File: config.mk
export PLATFORM = sky130hd
export DESIGN_NAME = brg_vvadd_xcel_rx_ctrl
export DESIGN_NICKNAME = d
export VERILOG_FILES = /design/src/rtl/brg_vvadd_xcel_pkg.sv /design/src/rtl/brg_vvadd_xcel_csr_file.sv /design/src/rtl/brg_vvadd_xcel_rx_ctrl.sv
export SDC_FILE = /design/constraint.sdc
export NUM_CORES = 1
export LEC_CHECK = 0
export BUFFER_PORTS_ARGS = -buffer_cell sky130_fd_sc_hd__buf_4
export CORE_MARGIN = 2
export CORE_UTILIZATION = 49
export DETAILED_ROUTE_END_ITERATION = 12
export PLACE_DENSITY = 0.81
export SLEW_MARGIN = 20
export SYNTH_ARGS = -nofsm -noshare
export SYNTH_HDL_FRONTEND = slang
export SYNTH_SLANG_ARGS = --single-unit
File: constraint.sdc
create_clock -name clk_i -period 2.3 [get_ports clk_i]
set_clock_uncertainty 0.15 [all_clocks]
set_input_delay 0.46 -clock clk_i [delete_from_list [all_inputs] [get_ports clk_i]]
set_output_delay 0.46 -clock clk_i [all_outputs]
set_load 0.03 [all_outputs]
File: src/rtl/brg_vvadd_xcel_pkg.sv
// Shared definitions for the VVADD accelerator request handler: CSR map,
// FSM state encoding and the packed CSR-file layout.
package brg_vvadd_xcel_pkg;

  localparam int unsigned CSR_GO          = 0;
  localparam int unsigned CSR_DONE        = 1;
  localparam int unsigned CSR_A_ADDR      = 2;
  localparam int unsigned CSR_B_ADDR      = 3;
  localparam int unsigned CSR_C_ADDR      = 4;
  localparam int unsigned CSR_SIZE        = 5;
  localparam int unsigned CSR_DRAM_ENABLE = 6;
  localparam int unsigned CSR_CYCLES      = 7;
  localparam int unsigned CSR_NUM_lp      = 8;

  typedef enum logic {
    IDLE,
    BUSY
  } state_e;

  typedef struct packed {
    logic [31:0] a_addr;
    logic [31:0] b_addr;
    logic [31:0] c_addr;
    logic [31:0] size;
    logic        dram_enable;
    logic        done;
  } csr_s;

  function automatic logic [31:0] apply_mask(input logic [31:0] old_val,
                                             input logic [31:0] new_val,
                                             input logic [3:0]  mask);
    logic [31:0] res;
    res = old_val;
    for (int unsigned b = 0; b < 4; b++) begin
      if (mask[b]) res[8*b +: 8] = new_val[8*b +: 8];
    end
    return res;
  endfunction

endpackage

File: src/rtl/brg_vvadd_xcel_csr_file.sv
// Accelerator CSR storage: byte-masked writes, configuration write-protect
// while busy, and the combinational read mux.
module brg_vvadd_xcel_csr_file
  import brg_vvadd_xcel_pkg::*;
#(
  parameter int addr_width_p = 16
) (
  input  logic                    clk_i,
  input  logic                    reset_n_i,
  input  logic                    wr_en_i,
  input  logic [addr_width_p-1:0] idx_i,
  input  logic [31:0]             wdata_i,
  input  logic [3:0]              mask_i,
  input  logic                    busy_i,
  input  logic                    done_set_i,
  input  logic                    done_clr_i,
  input  logic [31:0]             cycles_i,
  output csr_s                    csr_o,
  output logic [31:0]             rdata_o
);

  csr_s csr_r;

  always_ff @(posedge clk_i or negedge reset_n_i) begin
    if (!reset_n_i) begin
      csr_r <= '0;
    end else begin
      if (wr_en_i) begin
        case (idx_i)
          addr_width_p'(CSR_A_ADDR): if (!busy_i) csr_r.a_addr <= apply_mask(csr_r.a_addr, wdata_i, mask_i);
          addr_width_p'(CSR_B_ADDR): if (!busy_i) csr_r.b_addr <= apply_mask(csr_r.b_addr, wdata_i, mask_i);
          addr_width_p'(CSR_C_ADDR): if (!busy_i) csr_r.c_addr <= apply_mask(csr_r.c_addr, wdata_i, mask_i);
          addr_width_p'(CSR_SIZE):   if (!busy_i) csr_r.size   <= apply_mask(csr_r.size, wdata_i, mask_i);
          addr_width_p'(CSR_DRAM_ENABLE): if (mask_i[0]) csr_r.dram_enable <= wdata_i[0];
          addr_width_p'(CSR_DONE):        if (mask_i[0]) csr_r.done        <= wdata_i[0];
          default: ;
        endcase
      end
      // Later assignments win: engine completion overrides a same-cycle DONE write.
      if (done_clr_i) csr_r.done <= 1'b0;
      if (done_set_i) csr_r.done <= 1'b1;
    end
  end

  always_comb begin
    rdata_o = '0;
    case (idx_i)
      addr_width_p'(CSR_GO):          rdata_o = {31'b0, busy_i};
      addr_width_p'(CSR_DONE):        rdata_o = {31'b0, csr_r.done};
      addr_width_p'(CSR_A_ADDR):      rdata_o = csr_r.a_addr;
      addr_width_p'(CSR_B_ADDR):      rdata_o = csr_r.b_addr;
      addr_width_p'(CSR_C_ADDR):      rdata_o = csr_r.c_addr;
      addr_width_p'(CSR_SIZE):        rdata_o = csr_r.size;
      addr_width_p'(CSR_DRAM_ENABLE): rdata_o = {31'b0, csr_r.dram_enable};
      addr_width_p'(CSR_CYCLES):      rdata_o = cycles_i;
      default:                        rdata_o = '0;
    endcase
  end

  assign csr_o = csr_r;

endmodule

File: src/rtl/brg_vvadd_xcel_rx_ctrl.sv
// VVADD request handler: CSR/go-done FSM, scratchpad arbitration and the
// one-cycle response pipeline. BRG_VVADD_XCEL_RX_CTRL_CYCLES_EN adds a busy-cycle counter.
module brg_vvadd_xcel_rx_ctrl
  import brg_vvadd_xcel_pkg::*;
#(
  parameter int data_width_p = 32,
  parameter int addr_width_p = 16,
  parameter int dmem_size_p  = 1024,
  localparam int unsigned mem_aw_lp = $clog2(dmem_size_p)
) (
  input  logic                      clk_i,
  input  logic                      reset_n_i,
  input  logic                      rx_v_i,
  input  logic                      rx_we_i,
  input  logic                      rx_is_CSR_i,
  input  logic                      rx_is_local_mem_i,
  input  logic [addr_width_p-1:0]   rx_addr_i,
  input  logic [data_width_p-1:0]   rx_wdata_i,
  input  logic [data_width_p/8-1:0] rx_mask_i,
  output logic                      rx_yumi_o,
  output logic [data_width_p-1:0]   rx_returning_data_o,
  output logic                      rx_returning_v_o,
  output logic                      mem_v_o,
  output logic                      mem_w_o,
  output logic [mem_aw_lp-1:0]      mem_addr_o,
  output logic [data_width_p-1:0]   mem_data_o,
  output logic [data_width_p/8-1:0] mem_mask_o,
  input  logic [data_width_p-1:0]   mem_data_i,
  input  logic                      eng_mem_v_i,
  input  logic                      eng_mem_w_i,
  input  logic [mem_aw_lp-1:0]      eng_mem_addr_i,
  input  logic [data_width_p-1:0]   eng_mem_data_i,
  output logic                      go_o,
  output logic [data_width_p-1:0]   a_addr_o,
  output logic [data_width_p-1:0]   b_addr_o,
  output logic [data_width_p-1:0]   c_addr_o,
  output logic [data_width_p-1:0]   size_o,
  output logic                      dram_enable_o,
  input  logic                      eng_done_i
);

  state_e state_r, state_n;
  csr_s   csr;
  logic   csr_acc, local_acc, go_req;
  logic [31:0] csr_rdata, cycles;
  logic        resp_v_r, mem_rd_pend_r;
  logic [data_width_p-1:0] resp_data_r;

  assign csr_acc   = rx_v_i & rx_is_CSR_i;
  assign local_acc = rx_v_i & rx_is_local_mem_i & ~rx_is_CSR_i & ~eng_mem_v_i;
  assign rx_yumi_o = csr_acc | local_acc;
  assign go_req    = csr_acc & rx_we_i & (rx_addr_i == addr_width_p'(CSR_GO))
                   & rx_wdata_i[0] & rx_mask_i[0];

  always_ff @(posedge clk_i or negedge reset_n_i) begin
    if (!reset_n_i) state_r <= IDLE;
    else            state_r <= state_n;
  end

  always_comb begin
    state_n = state_r;
    case (state_r)
      IDLE:    if (go_req)     state_n = BUSY;
      BUSY:    if (eng_done_i) state_n = IDLE;
      default: state_n = IDLE;
    endcase
  end

  // Gated by reset so a GO write presented during reset never escapes.
  always_comb begin
    go_o = 1'b0;
    case (state_r)
      IDLE:    go_o = go_req & reset_n_i;
      default: go_o = 1'b0;
    endcase
  end

`ifdef BRG_VVADD_XCEL_RX_CTRL_CYCLES_EN
  logic [31:0] cycles_r;
  always_ff @(posedge clk_i or negedge reset_n_i) begin
    if (!reset_n_i)                              cycles_r <= '0;
    else if (go_o)                               cycles_r <= '0;
    else if (state_r == BUSY && cycles_r != '1)  cycles_r <= cycles_r + 32'd1;
  end
  assign cycles = cycles_r;
`else
  assign cycles = '0;
`endif

  brg_vvadd_xcel_csr_file #(.addr_width_p(addr_width_p)) csr_file (
    .clk_i      (clk_i),
    .reset_n_i  (reset_n_i),
    .wr_en_i    (csr_acc & rx_we_i),
    .idx_i      (rx_addr_i),
    .wdata_i    (rx_wdata_i),
    .mask_i     (rx_mask_i),
    .busy_i     (state_r == BUSY),
    .done_set_i ((state_r == BUSY) & eng_done_i),
    .done_clr_i (go_o),
    .cycles_i   (cycles),
    .csr_o      (csr),
    .rdata_o    (csr_rdata)
  );

  always_comb begin
    mem_v_o    = local_acc;
    mem_w_o    = rx_we_i;
    mem_addr_o = mem_aw_lp'(rx_addr_i - addr_width_p'(dmem_size_p));
    mem_data_o = rx_wdata_i;
    mem_mask_o = rx_mask_i;
    if (eng_mem_v_i) begin
      mem_v_o    = 1'b1;
      mem_w_o    = eng_mem_w_i;
      mem_addr_o = eng_mem_addr_i;
      mem_data_o = eng_mem_data_i;
      mem_mask_o = '1;
    end
  end

  always_ff @(posedge clk_i or negedge reset_n_i) begin
    if (!reset_n_i) begin
      resp_v_r      <= 1'b0;
      mem_rd_pend_r <= 1'b0;
      resp_data_r   <= '0;
    end else begin
      resp_v_r      <= rx_yumi_o;
      mem_rd_pend_r <= local_acc & ~rx_we_i;
      resp_data_r   <= (csr_acc & ~rx_we_i) ? csr_rdata : '0;
    end
  end

  assign rx_returning_v_o    = resp_v_r;
  assign rx_returning_data_o = mem_rd_pend_r ? mem_data_i : resp_data_r;

  assign a_addr_o      = csr.a_addr;
  assign b_addr_o      = csr.b_addr;
  assign c_addr_o      = csr.c_addr;
  assign size_o        = csr.size;
  assign dram_enable_o = csr.dram_enable;

endmodule

==> metrics.md <==
| Metric | Value |
|---|---|
| Total grt overflow | `0` |
| Post-synth EDFFs | `0` |
| Syn avg cell area | `12.36 sq um` |
| Worst-skew pair later-pin latency | `420 ps` |
| Area leader, netlist | `dfrtp_1` |
| Top cells by count, synth | `175 x mux2_2, 165 x dfrtp_1, 139 x buf_4` |
| Headroom to the max-slew limit | `0.5680` |
| Place WS | `-339.3 ps` |
| Top-count cell post-synth | `mux2_2` |
| Mapped Area | `~8700 sq um` |
| Final Critical Period | `around 2400 ps` |
| First-pass GRT wire length | `37.57 mm` |
| Synth top area share | `0.4733` |
| Routability Congestion | `0.8023` |
| Seq cells post-synth | `165` |
| CTS H-Tree Depth | `4` |
| Finish-stage setup viols | `1` |
| Worst hold slack | `-12.01 ps` |
| PnR worst setup slack | `-55.69 ps` |
| Layout cells sized above 1 | `0.6591` |
| CTS root buf | `clkbuf_16` |
| Residual DRC | `0` |
| Fin. Hold Viols | `4` |
| Num rows | `48` |
| YS warnings | `0` |
| Finished Core Util | `0.6808` |
| Worst path slowest cell | `or4_4` |
| Vias in the first global route | `6,806` |
| Peak VDD IR | `0.5124 mV` |
| Num CTS Buffers | `17` |
| CP max FO | `2` |
| Initial antenna violation count | `0` |
| Hold Path Class | `in2async` |
| Yosys cell types | `37` |
| Post-synth ARST share | `1.000` |
| CP Data Arrival Time | `1750 ps` |
| Pin count of the biggest net entering global routing | `117` |
| Clock buffer depth | `2` |
| Final period util | `1.024` |
| Die area | `18,890 sq um` |
| CTS tree | `yes` |
| Finished Layout Cells | `1,199` |
| Maximum clock frequency | `0.4245 GHz` |
| Starting Density | `0.5027` |
| Vias per cell | `5.540` |
| DR vias | `6,643` |
| Clock sinks | `165` |
| Die W | `137.4 microns` |
| Die Y | `137.4 microns` |
| Required time of the critical path | `1690 ps` |
| Critical path class | `in2out` |
| Synthesis-to-layout area growth | `35.44%` |
| Crit-path cells | `buf_6 > or4_4 > nor3_4 > nand4_1 > nor2_2 > buf_6` |
| RSZ-0062 raised after global routing | `yes` |
| WL final | `25.05 mm` |
| Crit-path max cell delay | `around 540 ps` |
| Total power | `approximately 6.6 mW` |
| Worst setup EP type | `output pin` |
| All-layer global routing usage | `0.2621` |
| P_leak | `just over 6 nW` |
| Mapped Nets | `about 840` |
| Routed len/inst | `between 20 and 25 microns` |
| Inst Count DP | `roughly 1,200` |
| Power per cell area | `555.8 nW/um^2` |
| Post-Synthesis Cells | `706` |
| Post-synthesis sequential area ratio | `0.4733` |
| CORE AREA | `17,360 sq um` |
| Failing checks | `hold timing, setup timing` |
| Max_cap viols | `0` |
| Startpoint types | `input port` |
| I/O pins | `approximately 350` |
| Number of antenna diodes | `0` |
| I/O Buffers | `346` |
| Top FF cell, synth | `dfrtp_1` |
| Routed Antenna Nets | `0` |
| Clock slew at reported path FFs | `60 ps` |
| DP HPWL | `18.46 mm` |
| Drt first pass iters | `5` |
| Top cells by area, synth | `dfrtp_1 47%, mux2_2 23%, buf_4 12%` |
| Max-slew violations | `0` |
| Tightest Pin Transition | `between 600 and 700 ps` |
| Initial drt markers | `~260` |
| Reg2Reg Depth | `5` |
| Status | `finished with violations` |
| Crit path top cell by count | `buf_6` |
| Nets | `about 1,100` |
## cells in the final DEF (no fill, tap or decap), drive strengths merged, types with 3 or more instances in the layout
cell,instances
nand4,4
clkbuf,18
nor4,3
nand3,6
o21ai,3
mux2,205
a21oi,32
or2,3
inv,8
and3,9
or4,3
clkinv,7
buf,404
bufinv,3
nand2,9
nor2,11
a22oi,62
dfrtp,165
nor3,4
## registers in the layout, summed over array words and instances, names as in the netlist
| signal | cells |
|---|---|
| csr_file.csr_o | 130 |
| mem_rd_pend_r | 1 |
| resp_data_r | 32 |
| rx_returning_v_o | 1 |
| state_r | 1 |
## layer usage
layer  vias up  part of all wire  track usage
met5         -                 0            0
met4         0             0.017      0.08763
met3        37             0.071      0.04673
met2       309              0.53       0.4724
met1      3363              0.38       0.3157
li1       2934                 -            -
## logic make-up (layout without fill, tap and decap cells)
kind of cell	after synthesis	after routing	share of synthesized area
muxes	207	207	0.2669
buffers and inverters	173	441	0.1361
AOI/OAI and AO/OA	100	100	0.07615
and+or+nand+nor	61	61	0.04761
DFF	165	165	0.4733
## final cells by class
type	count	area, sq um
clock buffers	18	439.2
clock inverters	14	173.9
fillers	1337	5540
inverters	5	18.77
multi-input cells	368	3502
flip-flops and latches	165	4130
well taps	225	281.5
repair buffers	404	3271
## through the flow
stage          TNS (ps)  area, sq um
3_3_place_gp     -32070        11050
3_5_place_dp     -37150        11050
2_1_floorplan     -4037         8763
5_1_grt          -201.4        11820
6_report         -55.69        11820
4_1_cts          -40.03        11720
## path summary, 6_finish.rpt
path	start	to	slack [ps]
setup / recovery	rx_addr_i[14]	go_o	-60
hold / removal	reset_n_i	csr_file.csr_o[57]	-10
setup reg to reg	state_r	csr_file.csr_o[94]	470
hold reg to reg	csr_file.csr_o[96]	csr_file.csr_o[96]	370
max in group asynchronous	reset_n_i	mem_rd_pend_r	1490
min in group clk_i	rx_we_i	mem_rd_pend_r	90
## timing repair
| item | in CTS | in global routing |
|---|---|---|
| hold buffers | 0 | 0 |
| setup endpoints to repair | 2 | 68 |
| buffers inserted | 3 | 2 |
| pin swaps | 5 | 3 |
| resized for setup | 8 | 16 |
## critical path: cells and delay by family
kind          cells  cell delay (ps)
simple gates      4             1040
buf+inv           2              240
## power breakdown
part | internal [mW] | leakage [nW] | switching [mW]
Clock | 1.75 | 0.301 | 1.20
Combinational | 0.331 | 3.47 | 0.383
Sequential | 2.90 | 2.30 | 0.00152
Total | 4.98 | 6.07 | 1.58
Note: power is estimated with default switching activity, not from simulation.
